`src/rtl/yangmips_timer.sv`:
```
`default_nettype none
// ============================================================================
// Module   : yangmips_timer
// Brief    : Memory-mapped count/compare timer with prescaler, auto-reload
//            and a level interrupt for the yangmips SOPC data bus.
// Revision : 1.0 - initial release
// ============================================================================
module yangmips_timer #(
  parameter int CNT_W = 32   // width of COUNT, COMPARE, PRESCALE (must be <= 32)
) (
  input  logic        clk,
  input  logic        rst,          // synchronous, active-low
  input  logic        ce_i,
  input  logic        we_i,
  input  logic [4:0]  addr_i,
  input  logic [3:0]  sel_i,
  input  logic [31:0] data_i,
  output logic [31:0] data_o,
  output logic        timer_int_o
);

  // Word index of each register (addr_i[4:2])
  localparam logic [2:0] c_IDX_COUNT    = 3'd0;
  localparam logic [2:0] c_IDX_COMPARE  = 3'd1;
  localparam logic [2:0] c_IDX_CTRL     = 3'd2;
  localparam logic [2:0] c_IDX_STATUS   = 3'd3;
  localparam logic [2:0] c_IDX_PRESCALE = 3'd4;

  logic [CNT_W-1:0] count_q,    count_d;
  logic [CNT_W-1:0] compare_q,  compare_d;
  logic [CNT_W-1:0] prescale_q, prescale_d;
  logic [CNT_W-1:0] pre_cnt_q,  pre_cnt_d;
  logic [2:0]       ctrl_q,     ctrl_d;      // {IE, AR, EN}
  logic             pend_q,     pend_d;
  logic [31:0]      data_q,     data_d;

  logic [31:0] count_ext, compare_ext, prescale_ext, rd_data;
  logic [2:0]  idx;
  logic        wr, rd, tick, match;

  // Byte-lane offset bits are not decoded
  logic w_unused_addr;
  assign w_unused_addr = ^addr_i[1:0];

  // Merge write data into an existing word under the byte enables
  function automatic logic [31:0] be_merge(input logic [31:0] old_v,
                                           input logic [31:0] new_v,
                                           input logic [3:0]  sel);
    logic [31:0] res;
    res = old_v;
    for (int b = 0; b < 4; b++) begin
      if (sel[b]) res[8*b +: 8] = new_v[8*b +: 8];
    end
    return res;
  endfunction

  // Zero-extend the counter-width registers onto the 32-bit bus
  always_comb begin
    count_ext    = '0;
    compare_ext  = '0;
    prescale_ext = '0;
    count_ext[CNT_W-1:0]    = count_q;
    compare_ext[CNT_W-1:0]  = compare_q;
    prescale_ext[CNT_W-1:0] = prescale_q;
  end

  // Bus decode, prescaler, count/compare and register next-state logic
  always_comb begin
    idx   = addr_i[4:2];
    wr    = ce_i & we_i;
    rd    = ce_i & ~we_i;
    tick  = ctrl_q[0] && (pre_cnt_q == prescale_q);
    match = (count_q == compare_q);

    // Prescaler: cleared by disable, by reconfiguration, and on every tick
    if (wr && (idx == c_IDX_CTRL || idx == c_IDX_PRESCALE)) pre_cnt_d = '0;
    else if (!ctrl_q[0] || tick)                            pre_cnt_d = '0;
    else                                                    pre_cnt_d = pre_cnt_q + CNT_W'(1);

    // Tick update of COUNT; a software write in the same cycle wins
    count_d = count_q;
    if (tick) count_d = (match && ctrl_q[1]) ? '0 : count_q + CNT_W'(1);
    if (wr && idx == c_IDX_COUNT) count_d = CNT_W'(be_merge(count_ext, data_i, sel_i));

    compare_d = compare_q;
    if (wr && idx == c_IDX_COMPARE) compare_d = CNT_W'(be_merge(compare_ext, data_i, sel_i));

    prescale_d = prescale_q;
    if (wr && idx == c_IDX_PRESCALE) prescale_d = CNT_W'(be_merge(prescale_ext, data_i, sel_i));

    ctrl_d = ctrl_q;
    if (wr && idx == c_IDX_CTRL && sel_i[0]) ctrl_d = data_i[2:0];

    // A match sets PEND even if software clears it in the same cycle
    pend_d = pend_q;
    if (wr && idx == c_IDX_STATUS && sel_i[0] && data_i[0]) pend_d = 1'b0;
    if (tick && match) pend_d = 1'b1;

    case (idx)
      c_IDX_COUNT:    rd_data = count_ext;
      c_IDX_COMPARE:  rd_data = compare_ext;
      c_IDX_CTRL:     rd_data = {29'd0, ctrl_q};
      c_IDX_STATUS:   rd_data = {31'd0, pend_q};
      c_IDX_PRESCALE: rd_data = prescale_ext;
      default:        rd_data = 32'd0;
    endcase
    data_d = rd ? rd_data : data_q;
  end

  // State registers with synchronous active-low reset
  always_ff @(posedge clk) begin
    if (!rst) begin
      count_q    <= '0;
      compare_q  <= '1;
      prescale_q <= '0;
      pre_cnt_q  <= '0;
      ctrl_q     <= 3'd0;
      pend_q     <= 1'b0;
      data_q     <= 32'd0;
    end else begin
      count_q    <= count_d;
      compare_q  <= compare_d;
      prescale_q <= prescale_d;
      pre_cnt_q  <= pre_cnt_d;
      ctrl_q     <= ctrl_d;
      pend_q     <= pend_d;
      data_q     <= data_d;
    end
  end

  assign data_o      = data_q;
  assign timer_int_o = pend_q & ctrl_q[2];

endmodule
`default_nettype wire

```
`config.mk`:
```
export PLATFORM = sky130hd
export DESIGN_NAME = yangmips_timer
export DESIGN_NICKNAME = d
export VERILOG_FILES = /design/src/rtl/yangmips_timer.sv
export SDC_FILE = /design/constraint.sdc
export NUM_CORES = 1
export LEC_CHECK = 0
export CAP_MARGIN = 20
export CORE_ASPECT_RATIO = 1.1
export CORE_MARGIN = 2
export CORE_UTILIZATION = 63
export DETAILED_ROUTE_END_ITERATION = 6
export MAX_ROUTING_LAYER = met4
export PLACE_DENSITY = 0.86
export SYNTH_ARGS = -nofsm -noshare
export SYNTH_HDL_FRONTEND = slang
export SYNTH_SLANG_ARGS = --single-unit
```
`constraint.sdc`:
```
create_clock -name clk -period 5.9 [get_ports clk]
set_input_delay 1.18 -clock clk [delete_from_list [all_inputs] [get_ports clk]]
set_output_delay 1.18 -clock clk [all_outputs]
set_load 0.005 [all_outputs]
```
Yosys cells after proc, flatten, opt, wreduce, memory -nomap -nowiden

Index checks and enable logic that the tools add are counted.

Register bits after elaboration: 164
Input port bits: 45
Output and inout bits: 33
Logic and storage cells: 74

Add/subtract/negate cells: 2
Eq/ne operators: 10
Muxes and demuxes: 10
Bitwise logic cells: 5
Reductions and logical operators: 31

Operators with widths:

| cell                    | count |
|---|---|
| $pmux W32 S5            | 1 |
| $mux W32                | 3 |
| $add A32 B1 Y32 const B | 2 |
| $eq A32 B32 Y1          | 2 |
| $mux W8                 | 4 |
| $reduce_and A2 Y1       | 12 |
| $logic_and A1 B1 Y1     | 12 |
| $ne A2 B2 Y1 const B    | 4 |
| $eq A3 B2 Y1 const B    | 2 |
| $reduce_bool A2 Y1      | 2 |
| $and A1 B1 Y1           | 3 |
| $eq A3 B1 Y1 const B    | 1 |
| $eq A3 B3 Y1 const B    | 1 |
| $logic_not A3 Y1        | 1 |
| $reduce_or A3 Y1        | 1 |
| $logic_or A1 B1 Y1      | 2 |
| $mux W1                 | 2 |
| $not A1 Y1              | 2 |
| $logic_not A1 Y1        | 1 |

Logic depth before layout (Yosys ltp)

Depth after elaboration: 6
Gate-level depth with buffers: 10
Gate-level depth less buffers: 7

Worst setup path after synthesis

Ideal clock, no wire load.

Path kind: input to register
From: input addr_i[4]
To: register count_q[0], in the netlist count_ext[0]
Data arrival time: 2656 ps
Required time: 5772 ps
Path slack: 3116 ps
Cell stages on the path: 10
Path buffers: 4
Cells stage by stage: buf_4 and3b_1 buf_2 nand2_2 nand2_1 or3_1 buf_2 buf_6 a32oi_1 nor2_1

Longest elaborated chain between the ends: 4

RTL lines:

| element                                                             | RTL line | source |
|---|---|---|
| start: declaration                                                  | 15       | `input logic [4:0] addr_i,` |
| $logic_not A3 Y1 (*)                                                | 83       | `if (wr && idx == c_IDX_COUNT) count_d = CNT_W'(be_merge(count_ext, data_i, sel_i));` |
| $logic_and A1 B1 Y1 (*)                                             | 83       |  |
| $ne A2 B2 Y1 (no source line) or $reduce_bool A2 Y1 (tied branches) | --       |  |
| $reduce_and A2 Y1 (no source line)                                  | --       |  |
| end signal: assignment                                              | 121      | `count_q <= count_d;` |
| end: declaration                                                    | 29       | `logic [CNT_W-1:0] count_q, count_d;` |

Every way passes the cells marked *; elsewhere a longest branch is shown, timed or not.
A chain may end at the register's enable or synchronous reset.

Final worst setup path

From: input addr_i[3]
To: register count_q[2], in the netlist count_ext[2]

The elaborated chain is that of the path after synthesis.

==> impl_metrics.csv <==
group,metric,value,unit
run_status,status,"finished clean",
setup_path,critPathSlowestCell,"and2_1",
pwr,vdd_drop_max,0.199,mV
place,numPortBuffers,75,
setup_path,critical-path-max-stage-delay,0.74,ns
sta,fin_setup_tns,0,ns
hold_path,hp-class,"register to register",
routing,drtIter0Drc,903,
global_routing,antenna_found_initial,0,
setup_path,rrSetupSlack,3.16,ns
hold_path,min_from,"compare_ext[16]$_SDFFE_PN1P_",
setup_path,reg2reg_depth,6,
clock_network,post-cts-setup-buffer-count,0,
routing,final_antenna_net_count,0,
routing,via_per_inst,6.42,
clock_network,clockBufferDepth,2,
routing,drt-pass1-iter-count,5,
hold_path,hold_depth,2,
place,place_congestion,1.05,
clock_network,h-tree-depth,4,
setup_path,crit-reg2reg-launch,"prescale_ext[26]$_SDFFE_PN0P_",
setup_path,cp.required,6.21,ns
synth,synth_area,0.00860,sq mm
pwr,switching_share,22.9,%
die,core,0.0133,sq mm
synth,synth_edf_count,0,
global_routing,grt_overflow,0,
die,rows,44,
die,initial_core_util,64.8,%
setup_path,critPathKind,"input port to register",
setup_path,cp-start-kind,"input port",
sta,skew,0.00859,ns
synth,synthTopCellsByArea,"dfxtp_1, nand3_1, nand2_1",
pwr,pwr-share-seq,47.2,%
sta,worstMarginPinSlew,1.08,ns
hold_path,hold-path-endpoint,"compare_ext[16]$_SDFFE_PN1P_",
final_layout,area.growth.synth_to_final,14.9,%
setup_path,crit_chain,"clkdlybuf4s50_1 > nor2_1 > and2_1 > nand2_1 > o31ai_2 > a21boi_0 > o21ai_1",
routing,vias,8280,
clock_network,postCtsHoldBufs,0,
routing,drt_wl_total,25.4,mm
global_routing,grtUsageTotal,36.7,%
job,maxCapViolCount,0,
sta,fmax,266,MHz
final_layout,fillCellCount,983,
setup_path,cp_max_fo,22,
sta,slew_viol_final,0,
die,fp.dieW,115,um
clock_network,cts.sinks,164,
die,io_pins,78,
clock_network,cts_buffers,17,
synth,async_reset_ff_share,0,%
clock_network,cts-root-buf,"clkbuf_16",
synth,syn_inst,1070,
pwr,power_density,243,mW/mm^2
pwr,comb_power_share,7.2,%
place,dpl.hpwl,17.6,mm
setup_path,crit_arrival,4.07,ns
pwr,clock_power_share,45.6,%
synth,synth_top_area_share,38.2,%
synth,ys.flop_type,"dfxtp_1",
final_layout,drive_gt1_share,6.87,%
synth,yosys_warnings,0,
synth,synth_nets,1117,
clock_network,insertion_delay,0.43,ns
final_layout,final_core_util,74.5,%
pwr,switching_power,551,uW
setup_path,cp_top_family,"simple AND/OR/NAND/NOR gates",
clock_network,path_clk_slew,0.06,ns
synth,seq_area_frac_synth,38.2,%
die,fp.dieArea,0.0146,sq mm
synth,ys_ff_latch,164,
setup_path,worst-path-buf-inv,1,
setup_path,cp-end-kind,"register",
clock_network,postCtsResizedCells,0,
synth,syn_avg_cell_area,8.04,sq um
final_layout,nets,1144,
sta,finalSetupViolCount,0,
global_routing,grt_max_degree,60,
pwr,intPower,1.85,mW
sta,finalCritPeriodShare,63.6,%
global_routing,grt_pass1_wl,40.7,mm
final_layout,num_antenna_cells,0,
routing,drc_errors,0,
die,die_h,127,um
sta,rsz0062_at_grt,"false",
sta,period_needed,3.75,ns
sta,slew_headroom,28.1,%
routing,wl_per_cell,19.7,um
synth,yosysUniqueCellTypes,55,
synth,yosys.area.top_type,"dfxtp_1",
sta,hold_violations,0,
setup_path,regToRegEndpoint,"pre_cnt_q[13]$_SDFF_PP0_",
clock_network,cts_tree,"done",
pwr,p_leak,3.66,nW
global_routing,grt_pass1_vias,7630,
[per-layer routing]
layer  wire length, um  GRT usage [%]  part of all wire, %
met1              9980           46.0                   39
met5                 0              -                    0
met4              1320           20.1                  5.2
met2             11900           55.7                   47
met3              2240           6.93                  8.8
[cell usage after synthesis (4+ instances only)]
master and instances:
nand2_1 158, and3_1 12, or3_1 4, o21ai_0 55
o21ai_1 4, clkbuf_1 52, xnor2_1 53, nand3_1 124
nor4_2 8, o211ai_1 5, nand4_1 30, and4_1 6
o31ai_1 7, xor2_1 55, inv_1 6, nor2_1 79
buf_2 20, mux2i_1 31, o2111ai_1 4, a22oi_1 46
dfxtp_1 164, nor3_1 11, a21boi_0 4, a21oi_1 56
buf_6 5, o22ai_1 4, a31oi_1 9
[cell families after synthesis]
kind of cell    Yosys count  synth area share, %
simple gates            461                 26.5
compound gates          212                 15.4
flops                   164                 38.2
xor+xnor                108                 11.0
buf+inv                  90                 4.78
mux                      33                 3.87
fa+ha+maj                 2                0.291
[worst register-to-register path, delay by kind of cell (launching register included)]
family,cells,cell delay [ns]
xor+xnor,1,0.21
flops,1,0.36
simple gates,5,2.01
[power by group through the flow]
stage	combinational, mW	sequential (mW)	clock [mW]
final	0.173	1.14	1.10
after detailed placement	0.168	1.16	0
after global routing	0.185	1.14	1.16
after global placement	0.166	1.16	0
after floorplan	0.0976	1.15	0
after CTS	0.169	1.13	1.10
[cells in the final DEF (no fill, tap or decap), types with 4 or more instances in the layout]
| cell type | n |
|---|---|
| dfxtp_1 | 164 |
| nand2_1 | 158 |
| nand3_1 | 124 |
| nor2_1 | 78 |
| clkdlybuf4s50_1 | 73 |
| a21oi_1 | 56 |
| xor2_1 | 55 |
| o21ai_0 | 55 |
| xnor2_1 | 53 |
| a22oi_1 | 46 |
| mux2i_1 | 31 |
| nand4_1 | 30 |
| clkbuf_16 | 17 |
| buf_4 | 15 |
| and3_1 | 12 |
| nor3_1 | 11 |
| a31oi_1 | 9 |
| nor4_2 | 8 |
| o31ai_1 | 7 |
| inv_1 | 6 |
| and4_1 | 6 |
| o211ai_1 | 5 |
| clkbuf_8 | 5 |
| or3_1 | 4 |
| o22ai_1 | 4 |
| a21boi_0 | 4 |
| o21ai_1 | 4 |
| o2111ai_1 | 4 |
[worst max-delay path by stage]
stage	cells after the start	startpoint	slack, ns	to
floorplan	10	addr_i[4]	3.12	count_ext[0]$_SDFFE_PN0P_
global placement	8	addr_i[2]	1.74	count_ext[27]$_SDFFE_PN0P_
detailed placement	8	addr_i[2]	1.65	count_ext[27]$_SDFFE_PN0P_
CTS	8	addr_i[2]	2.10	count_ext[27]$_SDFFE_PN0P_
global route	8	addr_i[2]	1.96	count_ext[2]$_SDFFE_PN0P_
finish	7	addr_i[3]	2.15	count_ext[2]$_SDFFE_PN0P_
[state kept, by name, indices dropped and copies added, names as in the netlist]
name	flops
count_ext	32
data_o	32
pre_cnt_q	32
pend_q	1
prescale_ext	32
ctrl_q	3
compare_ext	32
[cell type report]
class	count	area (sq um)	share of cell area (%)
Sequential cell	164	3280	33.2
Clock inverter	5	75.1	0.759
Timing Repair Buffer	91	858	8.68
Tap cell	184	230	2.33
Inverter	7	26.3	0.266
Clock buffer	23	498	5.04
Multi-Input combinational cell	816	4920	49.7
[through the flow]
| step | instances | hold WS (ns) | setup WS, ns | power [mW] | instance area [sq um] |
|---|---|---|---|---|---|
| after floorplan | 1070 | 0.444 | 3.12 | 1.25 | 8600 |
| after global placement | 1261 | 0.461 | 1.74 | 1.32 | 9310 |
| after detailed placement | 1261 | 0.474 | 1.65 | 1.33 | 9310 |
| after CTS | 1289 | 0.493 | 2.10 | 2.40 | 9880 |
| after global routing | 1290 | 0.513 | 1.96 | 2.48 | 9890 |
| final | 1290 | 0.499 | 2.15 | 2.41 | 9890 |
Power figures use the tool's default switching activity.
